[src/rtl/alu_pkg.sv]
// ============================================================================
//  Module   : alu_pkg
//  Purpose  : Shared op codes, FSM state encoding and op-class helper for the
//             execute-stage ALU.
//  Revision : 1.0  initial release
// ============================================================================
`default_nettype none

package alu_pkg;

   localparam logic [3:0] ALU_AND  = 4'b0000;
   localparam logic [3:0] ALU_OR   = 4'b0001;
   localparam logic [3:0] ALU_ADD  = 4'b0010;
   localparam logic [3:0] ALU_XOR  = 4'b0011;
   localparam logic [3:0] ALU_NOR  = 4'b0100;
   localparam logic [3:0] ALU_SLTU = 4'b0101;
   localparam logic [3:0] ALU_SUB  = 4'b0110;
   localparam logic [3:0] ALU_SLT  = 4'b0111;
   localparam logic [3:0] ALU_SLL  = 4'b1000;
   localparam logic [3:0] ALU_SLLV = 4'b1001;
   localparam logic [3:0] ALU_SRL  = 4'b1010;
   localparam logic [3:0] ALU_SRLV = 4'b1011;
   localparam logic [3:0] ALU_SRA  = 4'b1100;
   localparam logic [3:0] ALU_SRAV = 4'b1101;

   typedef enum logic [1:0] {
      ST_IDLE  = 2'd0,
      ST_SHIFT = 2'd1,
      ST_DONE  = 2'd2
   } alu_state_t;

   // Shift codes are 1000..1101; 1110/1111 are undefined.
   function automatic logic is_shift_op(input logic [3:0] op);
      return op[3] & ~(op[2] & op[1]);
   endfunction

endpackage

`default_nettype wire

[src/rtl/alu_shift_iter.sv]
// ============================================================================
//  Module   : alu_shift_iter
//  Purpose  : Iterative one-bit-per-cycle shifter with down-counter.
//  Revision : 1.0  initial release
// ============================================================================
`default_nettype none

module alu_shift_iter #(
   parameter int WIDTH = 32
) (
   input  logic             clk,
   input  logic             rst_n,
   input  logic             start_i,
   input  logic             left_i,
   input  logic             arith_i,
   input  logic [WIDTH-1:0] data_i,
   input  logic [4:0]       amount_i,
   output logic             done_o,
   output logic [WIDTH-1:0] result_o
);

   logic [WIDTH-1:0] work_q;
   logic [4:0]       cnt_q;
   logic             left_q;
   logic             arith_q;
   logic [WIDTH-1:0] w_step;

   // result_o is the value after the step taken this cycle, so the last
   // shift can be captured by the parent on the same edge it happens.
   assign w_step   = left_q ? {work_q[WIDTH-2:0], 1'b0}
                            : {arith_q & work_q[WIDTH-1], work_q[WIDTH-1:1]};
   assign result_o = w_step;
   assign done_o   = (cnt_q == 5'd1);

   always_ff @(posedge clk or negedge rst_n) begin
      if (!rst_n) begin
         work_q  <= '0;
         cnt_q   <= 5'd0;
         left_q  <= 1'b0;
         arith_q <= 1'b0;
      end else if (start_i) begin
         work_q  <= data_i;
         cnt_q   <= amount_i;
         left_q  <= left_i;
         arith_q <= arith_i;
      end else if (cnt_q != 5'd0) begin
         work_q  <= w_step;
         cnt_q   <= cnt_q - 5'd1;
      end
   end

endmodule

`default_nettype wire

[src/rtl/alu_exec_unit.sv]
// ============================================================================
//  Module   : alu_exec_unit
//  Purpose  : Multi-cycle execute ALU with valid/ready handshake on both sides.
//             ALU_FAST_SHIFT_EN selects a single-cycle barrel shifter instead
//             of the iterative one.
//  Revision : 1.0  initial release
// ============================================================================
`default_nettype none

module alu_exec_unit
   import alu_pkg::*;
#(
   parameter int WIDTH = 32
) (
   input  logic             clk,
   input  logic             rst_n,
   input  logic             in_valid,
   output logic             in_ready,
   input  logic [3:0]       alu_op,
   input  logic [WIDTH-1:0] a,
   input  logic [WIDTH-1:0] b,
   input  logic [4:0]       shamt,
   output logic             out_valid,
   input  logic             out_ready,
   output logic [WIDTH-1:0] result,
   output logic             zero,
   output logic             overflow,
   output logic             illegal
);

   alu_state_t       state_q, state_d;
   logic [WIDTH-1:0] result_q, result_d;
   logic             zero_q, zero_d;
   logic             ovf_q, ovf_d;
   logic             ill_q, ill_d;

   logic             w_accept;
   logic             w_go_shift;
   logic [4:0]       w_amount;
   logic             w_left;
   logic             w_arith;
   logic [WIDTH-1:0] w_sum;
   logic [WIDTH-1:0] w_diff;
   logic [WIDTH-1:0] w_shift_imm;
   logic [WIDTH-1:0] w_alu_res;
   logic             w_alu_ovf;
   logic             w_alu_ill;

   assign in_ready  = (state_q == ST_IDLE) | ((state_q == ST_DONE) & out_ready);
   assign w_accept  = in_valid & in_ready;
   assign out_valid = (state_q == ST_DONE);
   assign result    = result_q;
   assign zero      = zero_q;
   assign overflow  = ovf_q;
   assign illegal   = ill_q;

   // Odd shift codes take the amount from a[4:0], even ones from shamt.
   assign w_amount = alu_op[0] ? a[4:0] : shamt;
   assign w_left   = (alu_op[2:1] == 2'b00);
   assign w_arith  = (alu_op[2:1] == 2'b10);
   assign w_sum    = a + b;
   assign w_diff   = a - b;

`ifdef ALU_FAST_SHIFT_EN
   assign w_go_shift = 1'b0;

   always_comb begin
      w_shift_imm = b >> w_amount;
      if (w_left)
         w_shift_imm = b << w_amount;
      else if (w_arith)
         w_shift_imm = $signed(b) >>> w_amount;
   end
`else
   logic             w_shift_done;
   logic [WIDTH-1:0] w_shift_res;

   // A zero-amount shift never enters SHIFT; its result is b unchanged.
   assign w_go_shift  = w_accept & is_shift_op(alu_op) & (w_amount != 5'd0);
   assign w_shift_imm = b;

   alu_shift_iter #(
      .WIDTH (WIDTH)
   ) u_shift (
      .clk      (clk),
      .rst_n    (rst_n),
      .start_i  (w_go_shift),
      .left_i   (w_left),
      .arith_i  (w_arith),
      .data_i   (b),
      .amount_i (w_amount),
      .done_o   (w_shift_done),
      .result_o (w_shift_res)
   );
`endif

   always_comb begin
      w_alu_res = '0;
      w_alu_ovf = 1'b0;
      w_alu_ill = 1'b0;
      case (alu_op)
         ALU_AND:  w_alu_res = a & b;
         ALU_OR:   w_alu_res = a | b;
         ALU_XOR:  w_alu_res = a ^ b;
         ALU_NOR:  w_alu_res = ~(a | b);
         ALU_ADD: begin
            w_alu_res = w_sum;
            w_alu_ovf = (a[WIDTH-1] == b[WIDTH-1]) & (w_sum[WIDTH-1] != a[WIDTH-1]);
         end
         ALU_SUB: begin
            w_alu_res = w_diff;
            w_alu_ovf = (a[WIDTH-1] != b[WIDTH-1]) & (w_diff[WIDTH-1] != a[WIDTH-1]);
         end
         ALU_SLTU: w_alu_res = {{(WIDTH-1){1'b0}}, (a < b)};
         ALU_SLT:  w_alu_res = {{(WIDTH-1){1'b0}}, ($signed(a) < $signed(b))};
         ALU_SLL, ALU_SLLV, ALU_SRL, ALU_SRLV, ALU_SRA, ALU_SRAV:
                   w_alu_res = w_shift_imm;
         default:  w_alu_ill = 1'b1;
      endcase
   end

   always_comb begin
      state_d  = state_q;
      result_d = result_q;
      zero_d   = zero_q;
      ovf_d    = ovf_q;
      ill_d    = ill_q;
      case (state_q)
         ST_SHIFT: begin
`ifndef ALU_FAST_SHIFT_EN
            if (w_shift_done) begin
               state_d  = ST_DONE;
               result_d = w_shift_res;
               zero_d   = (w_shift_res == '0);
               ovf_d    = 1'b0;
               ill_d    = 1'b0;
            end
`endif
         end
         default: begin
            if ((state_q == ST_DONE) && out_ready)
               state_d = ST_IDLE;
            // Accepting from DONE follows the IDLE rules in the same cycle.
            if (w_accept) begin
               if (w_go_shift) begin
                  state_d = ST_SHIFT;
               end else begin
                  state_d  = ST_DONE;
                  result_d = w_alu_res;
                  zero_d   = (w_alu_res == '0);
                  ovf_d    = w_alu_ovf;
                  ill_d    = w_alu_ill;
               end
            end
         end
      endcase
   end

   always_ff @(posedge clk or negedge rst_n) begin
      if (!rst_n) begin
         state_q  <= ST_IDLE;
         result_q <= '0;
         zero_q   <= 1'b0;
         ovf_q    <= 1'b0;
         ill_q    <= 1'b0;
      end else begin
         state_q  <= state_d;
         result_q <= result_d;
         zero_q   <= zero_d;
         ovf_q    <= ovf_d;
         ill_q    <= ill_d;
      end
   end

endmodule

`default_nettype wire

[config.mk]
export PLATFORM = sky130hd
export DESIGN_NAME = alu_exec_unit
export DESIGN_NICKNAME = d
export VERILOG_FILES = /design/src/rtl/alu_pkg.sv /design/src/rtl/alu_shift_iter.sv /design/src/rtl/alu_exec_unit.sv
export SDC_FILE = /design/constraint.sdc
export NUM_CORES = 1
export LEC_CHECK = 0
export BUFFER_PORTS_ARGS = -buffer_cell sky130_fd_sc_hd__buf_2
export CAP_MARGIN = 40
export CELL_PAD_IN_SITES_DETAIL_PLACEMENT = 0
export CELL_PAD_IN_SITES_GLOBAL_PLACEMENT = 2
export CORE_MARGIN = 3
export CORE_UTILIZATION = 31
export DETAILED_ROUTE_END_ITERATION = 8
export PLACE_DENSITY = 0.77
export SYNTH_ARGS = -nofsm -noshare
export SYNTH_HDL_FRONTEND = slang
export SYNTH_SLANG_ARGS = --single-unit
[constraint.sdc]
create_clock -name clk -period 2.7 [get_ports clk]
set_input_delay 0.54 -clock clk [delete_from_list [all_inputs] [get_ports clk]]
set_output_delay 0.54 -clock clk [all_outputs]
set_load 0.02 [all_outputs]
# ---- After elaboration in Yosys (flattened, before gate mapping)
# Cells that the tools add are included.
dict set report classes {
  eq_ne 23
  n_lt_le_gt_ge 2
  mux 29
  addsub 3
  n_reduce_logical 15
  bitwise_logic 15
}
# operator n
set op_table {}
lappend op_table {{$pmux W32 S9} 1}
lappend op_table {{$mux W32} 7}
lappend op_table {{$logic_not A32 Y1} 2}
lappend op_table {{$lt A32 B32 Y1} 2}
lappend op_table {{$add A32 B32 Y32} 1}
lappend op_table {{$and A32 B32 Y32} 1}
lappend op_table {{$not A32 Y32} 1}
lappend op_table {{$or A32 B32 Y32} 1}
lappend op_table {{$sub A32 B32 Y32} 1}
lappend op_table {{$xor A32 B32 Y32} 1}
lappend op_table {{$eq A4 B4 Y1 const B} 6}
lappend op_table {{$eq A4 B3 Y1 const B} 4}
lappend op_table {{$mux W5} 3}
lappend op_table {{$reduce_or A14 Y1} 1}
lappend op_table {{$mux W1} 12}
lappend op_table {{$mux W2} 5}
lappend op_table {{$reduce_bool A5 Y1} 2}
lappend op_table {{$and A1 B1 Y1} 9}
lappend op_table {{$eq A4 B2 Y1 const B} 2}
lappend op_table {{$reduce_or A6 Y1} 1}
lappend op_table {{$eq A5 B1 Y1 const B} 1}
lappend op_table {{$sub A5 B1 Y5 const B} 1}
lappend op_table {{$eq A2 B2 Y1 const B} 2}
lappend op_table {{$eq A4 B1 Y1 const B} 1}
lappend op_table {{15 further kinds} 19}
dict set report totals {
  output_inout_bits 37
  regBits 76
  elab_cells 96
}

# ---- Depth between registers and ports, before layout
# Gate-level depths: netlist (run 1).
dict set report logic_depth {
  word_depth 9
  depth_mapped 16
  depth_no_buf 16
}

# ---- Hierarchy
# A second synthesis (run 1) with hierarchy kept.
dict set report unflattened {
  hier_cells 1377
  area_unflattened_um2 10455.0
}
# mod area_each_um2 n_inst cells_per_inst seq_area_each_um2
set modules_own_cells {}
lappend modules_own_cells {alu_exec_unit 8201.6 1 1166 925.9}
lappend modules_own_cells {alu_shift_iter 2253.4 1 211 975.9}

# ---- Worst setup path after synthesis (run 1)
# OpenSTA, ideal clock, no wires.
dict set report synth_path {
  path_kind {input-to-reg}
  start {in a[0]}
  end {reg zero_q, in the netlist zero}
  setup_ns 0.092
  stages 15
  path_buffers 0
  path_slack_ns -1.174
  arrival_time_ns 3.782
  path_cell_list {ha_1 > inv_1 > fa_1 > and2b_1 > o211a_1 > o211ai_1 > a211oi_1 > a21boi_1 > o31ai_1 > o2111ai_1 > or4_1 > nor3_2 > nand4_1 > or4b_1 > o31ai_2}
}
dict set report synth_via {
  elab_chain_cells 7
  elab_cells_between_ends 18
}
# item line_no
set synth_rtl {}
lappend synth_rtl {{start: declaration} alu_exec_unit.sv:20} ;# input logic [WIDTH-1:0] a,
lappend synth_rtl {{branches (longest 7 deep; another with $sub A32 B32 Y32)} n/a}
lappend synth_rtl {{end signal: assignment} alu_exec_unit.sv:169} ;# zero_q <= zero_d;
lappend synth_rtl {{end: declaration} alu_exec_unit.sv:33} ;# logic zero_q, zero_d;
# Parallel ways; which one is timed is not known. The select of a mux whose other input is x is not followed.
# A chain may end at the register's enable or synchronous reset.

# ---- Final worst setup path (run 1)
dict set report layout_path {
  start {in b[0]}
  end {reg zero_q, in the netlist zero}
}
dict set report layout_via {
  elab_chain_cells 7
  elab_cells_between_ends 13
}
# item line_no
set layout_rtl {}
lappend layout_rtl {{start: declaration} alu_exec_unit.sv:21} ;# input logic [WIDTH-1:0] b,
lappend layout_rtl {{branches (longest 2 deep; another with $sub A32 B32 Y32)} n/a}
lappend layout_rtl {{$pmux W32 S9 *} alu_exec_unit.sv:101} ;# case (alu_op)
lappend layout_rtl {{$logic_not A32 Y1 *} alu_exec_unit.sv:150} ;# zero_d = (w_alu_res == '0);
lappend layout_rtl {{$mux W1 *} alu_exec_unit.sv:145} ;# if (w_go_shift) begin
lappend layout_rtl {{$mux W1 *} alu_exec_unit.sv:144} ;# if (w_accept) begin
lappend layout_rtl {{$mux W1 *} alu_exec_unit.sv:128} ;# case (state_q)
# Mark *: on every way between the ends. The select of a mux whose other input is x is not followed.

==> results of run 1 <==
[worst reg2reg max path, stage by stage (launching register included)]
cell and delay [ns]:
dfrtp_1 0.37, nor3_1 0.27, nand2_1 0.15, nor2_1 0.27, o21ai_4 0.07, or4_1 0.57, nor3_1 0.22, nand4_1 0.17
nor4_2 0.29, buf_4 0.15, nand4_1 0.11, or4b_1 0.50, o31ai_2 0.18
[state kept, by name, indices dropped and copies added, names as in the netlist]
name             flops
u_shift.work_q      32
overflow             1
illegal              1
u_shift.cnt_q        5
state_q              2
result              32
zero                 1
u_shift.left_q       1
u_shift.arith_q      1
[metal layers]
metal / global-route usage [%] / vias to the layer above / routed length [microns]
met5: 0 / - / 13
met4: 6.28 / 2 / 1060
met3: 3.78 / 63 / 3720
met2: 40.6 / 501 / 20500
met1: 39.5 / 6092 / 22500
li1: - / 6152 / -
[metrics by stage]
step	hold slack (ns)	total power [W]	utilization [%]	instance area (sq um)	setup WS [ns]
after CTS	0.181	0.00888	48.9	15600	-1.13
after detailed placement	0.457	0.00742	45.0	14400	-1.71
after global placement	0.444	0.00735	45.0	14300	-1.66
after floorplan	0.244	0.00517	-	10300	-1.02
after global routing	0.206	0.00971	49.7	15900	-1.35
final	0.175	0.00902	49.7	15900	-1.23
[cell usage after synthesis, types with 7 or more instances]
cell / n / area, sq um
a31oi_1: 11 / 68.8
o21ai_0: 132 / 661
a21oi_1: 118 / 591
or3_1: 8 / 50.1
nor2_1: 133 / 499
nand2_1: 156 / 586
a211o_1: 8 / 70.1
nor4_1: 18 / 113
nor2b_1: 16 / 100
nand4_1: 19 / 119
or2_2: 7 / 43.8
o311ai_0: 7 / 61.3
and2_1: 8 / 50.1
a22oi_1: 24 / 180
a221o_1: 7 / 70.1
a211oi_1: 13 / 97.6
o22ai_1: 8 / 50.1
nand3_1: 32 / 160
dfrtp_1: 76 / 1900
a21o_1: 19 / 143
o211ai_1: 56 / 420
o221ai_1: 9 / 78.8
nand2b_1: 11 / 68.8
nor3_1: 29 / 145
clkbuf_1: 65 / 244
mux2i_1: 43 / 430
inv_1: 103 / 387
o21bai_1: 9 / 67.6
ha_1: 102 / 1280
o31ai_1: 14 / 105
a221oi_1: 7 / 61.3
buf_1: 11 / 41.3
buf_2: 14 / 70.1
[timing repair]
item | in CTS | in global routing
buffers inserted | 37 | 11
hold buffers | 0 | 0
gates resized for setup | 170 | 56
endpoints found under the setup margin | 30 | 30
pin swaps | 72 | 38
[worst max-delay path by stage]
| stage | startpoint | to | cells past startpoint |
|---|---|---|---|
| 2_1_floorplan | b[1] | zero$_DFFE_PN0P_ | 14 |
| 5_1_grt | b[0] | zero$_DFFE_PN0P_ | 17 |
| 3_5_place_dp | b[1] | zero$_DFFE_PN0P_ | 18 |
| 4_1_cts | b[1] | zero$_DFFE_PN0P_ | 15 |
| 6_report | b[0] | zero$_DFFE_PN0P_ | 16 |
| 3_3_place_gp | b[1] | zero$_DFFE_PN0P_ | 17 |
[power by group]
part / switching, W / total (W) / internal (W)
Clock: 0.000419 / 0.00108 / 0.000664
Sequential: 0.000345 / 0.00202 / 0.00168
Combinational: 0.00338 / 0.00592 / 0.00254
[cells by family (layout without fill, tap and decap cells)]
| group | after synthesis | in the layout | synth area share (%) |
|---|---|---|---|
| and+or+nand+nor | 475 | 475 | 22.6 |
| xor gates and xnor gates | 8 | 8 | 0.693 |
| adders and majority gates | 104 | 104 | 13.0 |
| buffers and inverters | 195 | 702 | 7.49 |
| muxes | 48 | 48 | 4.93 |
| AOI/OAI and AO/OA | 500 | 500 | 32.4 |
| DFF | 76 | 76 | 18.8 |
[cell type report]
class / instances / area [sq um] / share of cell area (%)
Sequential cell: 76 / 1900 / 12.0
Multi-Input combinational cell: 1135 / 8370 / 52.8
Clock inverter: 2 / 10.0 / 0.0631
Timing Repair Buffer: 584 / 4370 / 27.6
Tap cell: 435 / 544 / 3.43
Clock buffer: 13 / 260 / 1.64
Inverter: 103 / 400 / 2.52
==> qor.csv, run 1 <==
metric;value;unit
status;finished, violations left;
violations;setup timing;
path_cells;buf_8 > ha_4 > inv_2 > fa_2 > and2b_2 > o211a_1 > o211ai_1 > a211oi_2 > a221o_1 > a21oi_2 > nand4_1 > nor4_2 > buf_4 > nand4_1 > or4b_1 > o31ai_2;
fin_crit_sh;146;%
cts_root_buffer;clkbuf_16;
antenna_found_initial;2;
hp-class;in2async;
antenna_cells;0;
r2r_slack;-0.71;ns
fill_cells;3181;
grt_pass1_vias;12500;
worst-path-max-fanout;4;
synth.net_count;1587;
skew;0.00549;ns
yosysSeqAreaShare;18.8;%
cpPeakStageDelay;0.50;ns
vias;12800;
required;2.94;ns
dieWidth;187;microns
drive_gt1_share;39.8;%
clkTransAtPathRegs;0.06;ns
ctsLongestPathBuffers;2;
synth_seq_cells;76;
grt_overflow;0;
r2r_start;u_shift.cnt_q[2]$_DFFE_PN0P_;
power_density;569;mW/mm^2
drt_pass1_iterations;5;
syn_inst;1406;
slew_viol_final;0;
detail-route-antenna-nets;0;
async_flop_share;100;%
reg2reg_depth;12;
cts_sinks;76;
grt_max_degree;78;
portBuffers;113;
final_cells;2348;
slowest_stage;or4b_1;
crit_type;in2reg;
yosys_warnings;0;
slew_headroom;51.7;%
place_hpwl;38600;microns
drc_errors;0;
layout_commonest_cell;buf_4;
area_growth;56.9;%
clk_latency;0.33;ns
gp_congestion;0.997;
worstPathArrival;4.17;ns
cts_max_level;3;
period_needed;3.93;ns
io_pins;114;
ys.flop_type;dfrtp_1;
cp-end-kind;flip-flop;
synth_edf_count;0;
final_cell_mix;buf_4, nand2_1, nor2_1, buf_2, o21ai_0;
dp_cells;2292;
row_count;65;
numCtsBuffers;9;
reg2reg_to;zero$_DFFE_PN0P_;
synth_cell_types;85;
grt.total_usage;26.6;%
cts_tree;done;
wl_per_cell;20.4;microns
setup_ws;-1.23;ns
worst_slew_pin_slew;0.725;ns
p_leak;7.51;nW
initialDrtViolationCount;1174;
maxCapViolations;0;
grt_pass1_wl;73400;microns
crit_family;compound AO/OA/AOI/OAI gates;
design.core.area;0.0319;sq mm
fmax;254;MHz
crit_path_start_kind;input port;
final-setup-viol-count;24;
vdd_drop_max;391;uV
setup_tns;-12.27;ns
final-hold-violation-count;0;
drt-vias-per-instance;5.46;
crit_path_frequent_cell;nand4_1;
start_util;31.7;%
die_h;187;microns
postRouteWirelength;47800;microns
final_nets;2090;
die_area;0.0348;sq mm
postSynthAreaPerCell;7.19;sq um
syn_area;0.0101;sq mm
rsz0062_at_grt;true;
crit_buf_inv;3;
Note: power is estimated with default switching activity, not from simulation.
==> run 2: changes to the inputs <==
--- a/config.mk
+++ b/config.mk
@@ -10,9 +10,9 @@
 export CELL_PAD_IN_SITES_DETAIL_PLACEMENT = 0
 export CELL_PAD_IN_SITES_GLOBAL_PLACEMENT = 2
 export CORE_MARGIN = 3
-export CORE_UTILIZATION = 31
+export CORE_UTILIZATION = 35
 export DETAILED_ROUTE_END_ITERATION = 8
-export PLACE_DENSITY = 0.77
+export PLACE_DENSITY = 0.82
 export SYNTH_ARGS = -nofsm -noshare
 export SYNTH_HDL_FRONTEND = slang
 export SYNTH_SLANG_ARGS = --single-unit
==> constraint.sdc (replaced) <==
create_clock -name clk -period 4 [get_ports clk]
set_input_delay 0.8 -clock clk [delete_from_list [all_inputs] [get_ports clk]]
set_output_delay 0.8 -clock clk [all_outputs]
set_load 0.02 [all_outputs]
==> qor.csv, run 2 (same netlist as run 1, synthesis figures left out) <==
metric;value;unit
clkTransAtPathRegs;0.06;ns
cts_max_level;3;
grt_overflow;0;
setup_ws;-0.217;ns
required;4.24;ns
cts_sinks;76;
gp_congestion;0.969;
drc_errors;0;
rsz0062_at_grt;true;
hp-class;in2async;
dieWidth;176;microns
vias;12200;
place_hpwl;36800;microns
violations;setup timing;
io_pins;114;
slew_headroom;44.3;%
grt.total_usage;27.9;%
cts_root_buffer;clkbuf_16;
fmax;237;MHz
crit_path_start_kind;input port;
skew;0.00650;ns
crit_type;in2reg;
period_needed;4.22;ns
cts_tree;done;
die_area;0.0309;sq mm
r2r_slack;0.64;ns
numCtsBuffers;9;
initialDrtViolationCount;1110;
grt_max_degree;78;
clk_latency;0.33;ns
area_growth;39.0;%
antenna_cells;0;
start_util;36.0;%
slew_viol_final;0;
design_area;0.0140;sq mm
worst-path-max-fanout;7;
portBuffers;113;
maxCapViolations;0;
hold_ws;0.415;ns
drive_gt1_share;30.7;%
die_h;176;microns
worst_slew_pin_slew;0.824;ns
postRouteWirelength;44600;microns
setup_tns;-0.348;ns
worstPathArrival;4.46;ns
design.core.area;0.0281;sq mm
fill_cells;2930;
fin_crit_sh;105;%
grt_pass1_wl;67300;microns
antenna_found_initial;0;
final_nets;1979;
final_cell_mix;buf_4, nand2_1, nor2_1, o21ai_0, a21oi_1;
power_density;400;mW/mm^2
postPlaceCellArea;0.0135;sq mm
final-setup-viol-count;3;
drt_pass1_iterations;5;
detail-route-antenna-nets;0;
power;0.00562;W
row_count;61;
p_leak;6.84;nW
layout_commonest_cell;buf_4;
final-hold-violation-count;0;
status;finished, violations left;
ctsLongestPathBuffers;2;
drt-vias-per-instance;5.61;
cp-end-kind;flip-flop;
wl_per_cell;20.5;microns
vdd_drop_max;302;uV
grt_pass1_vias;11600;
run 2: area by class of cell:
| type | instances | area (sq um) | area share (%) |
|---|---|---|---|
| Multi-Input combinational cell | 1135 | 7650 | 54.5 |
| Timing Repair Buffer | 473 | 3350 | 23.8 |
| Sequential cell | 76 | 1900 | 13.5 |
| Tap cell | 378 | 473 | 3.37 |
| Inverter | 103 | 387 | 2.75 |
| Clock buffer | 15 | 278 | 1.98 |
| Clock inverter | 1 | 5.00 | 0.0356 |
run 2: path summary, 6_finish.rpt:
path                                         startpoint                      endpoint  cells past startpoint
setup / recovery                                   a[4]              zero$_DFFE_PN0P_                     17
hold reg to reg                     illegal$_DFFE_PN0P_           illegal$_DFFE_PN0P_                      2
hold / removal                                    rst_n  u_shift.cnt_q[4]$_DFFE_PN0P_                      1
max in group asynchronous                         rst_n        result[27]$_DFFE_PN0P_                      2
min in group clk                    illegal$_DFFE_PN0P_           illegal$_DFFE_PN0P_                      2
setup reg to reg           u_shift.cnt_q[2]$_DFFE_PN0P_              zero$_DFFE_PN0P_                     11
run 2: per-stage QoR:
| stage | util [%] | std cells | setup slack [ns] |
|---|---|---|---|
| 2_1_floorplan | - | 1406 | 0.000318 |
| 3_3_place_gp | 48.1 | 2155 | -0.650 |
| 3_5_place_dp | 48.2 | 2157 | -0.669 |
| 4_1_cts | 49.7 | 2178 | -0.144 |
| 5_1_grt | 50.0 | 2181 | -0.342 |
| 6_report | 50.0 | 2181 | -0.217 |
run 2: what timing repair did:
item | in CTS | in global routing
endpoints found under the hold margin | 0 | 0
gates resized for setup | 25 | 15
hold buffers | 0 | 0
pin swaps | 17 | 14
setup endpoints to repair | 2 | 5
setup buffers | 5 | 4
run 2: power breakdown:
group / switching, W / leakage [nW] / internal, W
clock: 0.000286 / 0.140 / 0.000470
sequential: 0.000269 / 0.943 / 0.00113
combinational: 0.00204 / 5.75 / 0.00142
total: 0.00260 / 6.84 / 0.00302
run 2: metal layers:
| layer | part of all wire, % | wire (microns) | vias to the layer above | global-route usage, % |
|---|---|---|---|---|
| met3 | 7.6 | 3400 | 56 | 4.78 |
| met2 | 42 | 18900 | 441 | 42.5 |
| li1 | - | - | 5928 | - |
| met5 | 0 | 0 | - | 0 |
| met1 | 48 | 21300 | 5819 | 41.0 |
| met4 | 2.3 | 1030 | 0 | 6.93 |
run 2: worst max-delay path, stage by stage:
cell and delay (ns):
buf_2 0.09, inv_1 0.05, ha_1 0.40, buf_4 0.20, a2111o_1 0.41, a211oi_2 0.31
buf_4 0.17, buf_4 0.12, nor3b_1 0.04, a21oi_1 0.27, o211ai_1 0.19, o32ai_1 0.25
o21ai_1 0.18, nor2_1 0.16, nand4_1 0.13, or4b_4 0.51, o31ai_2 0.18
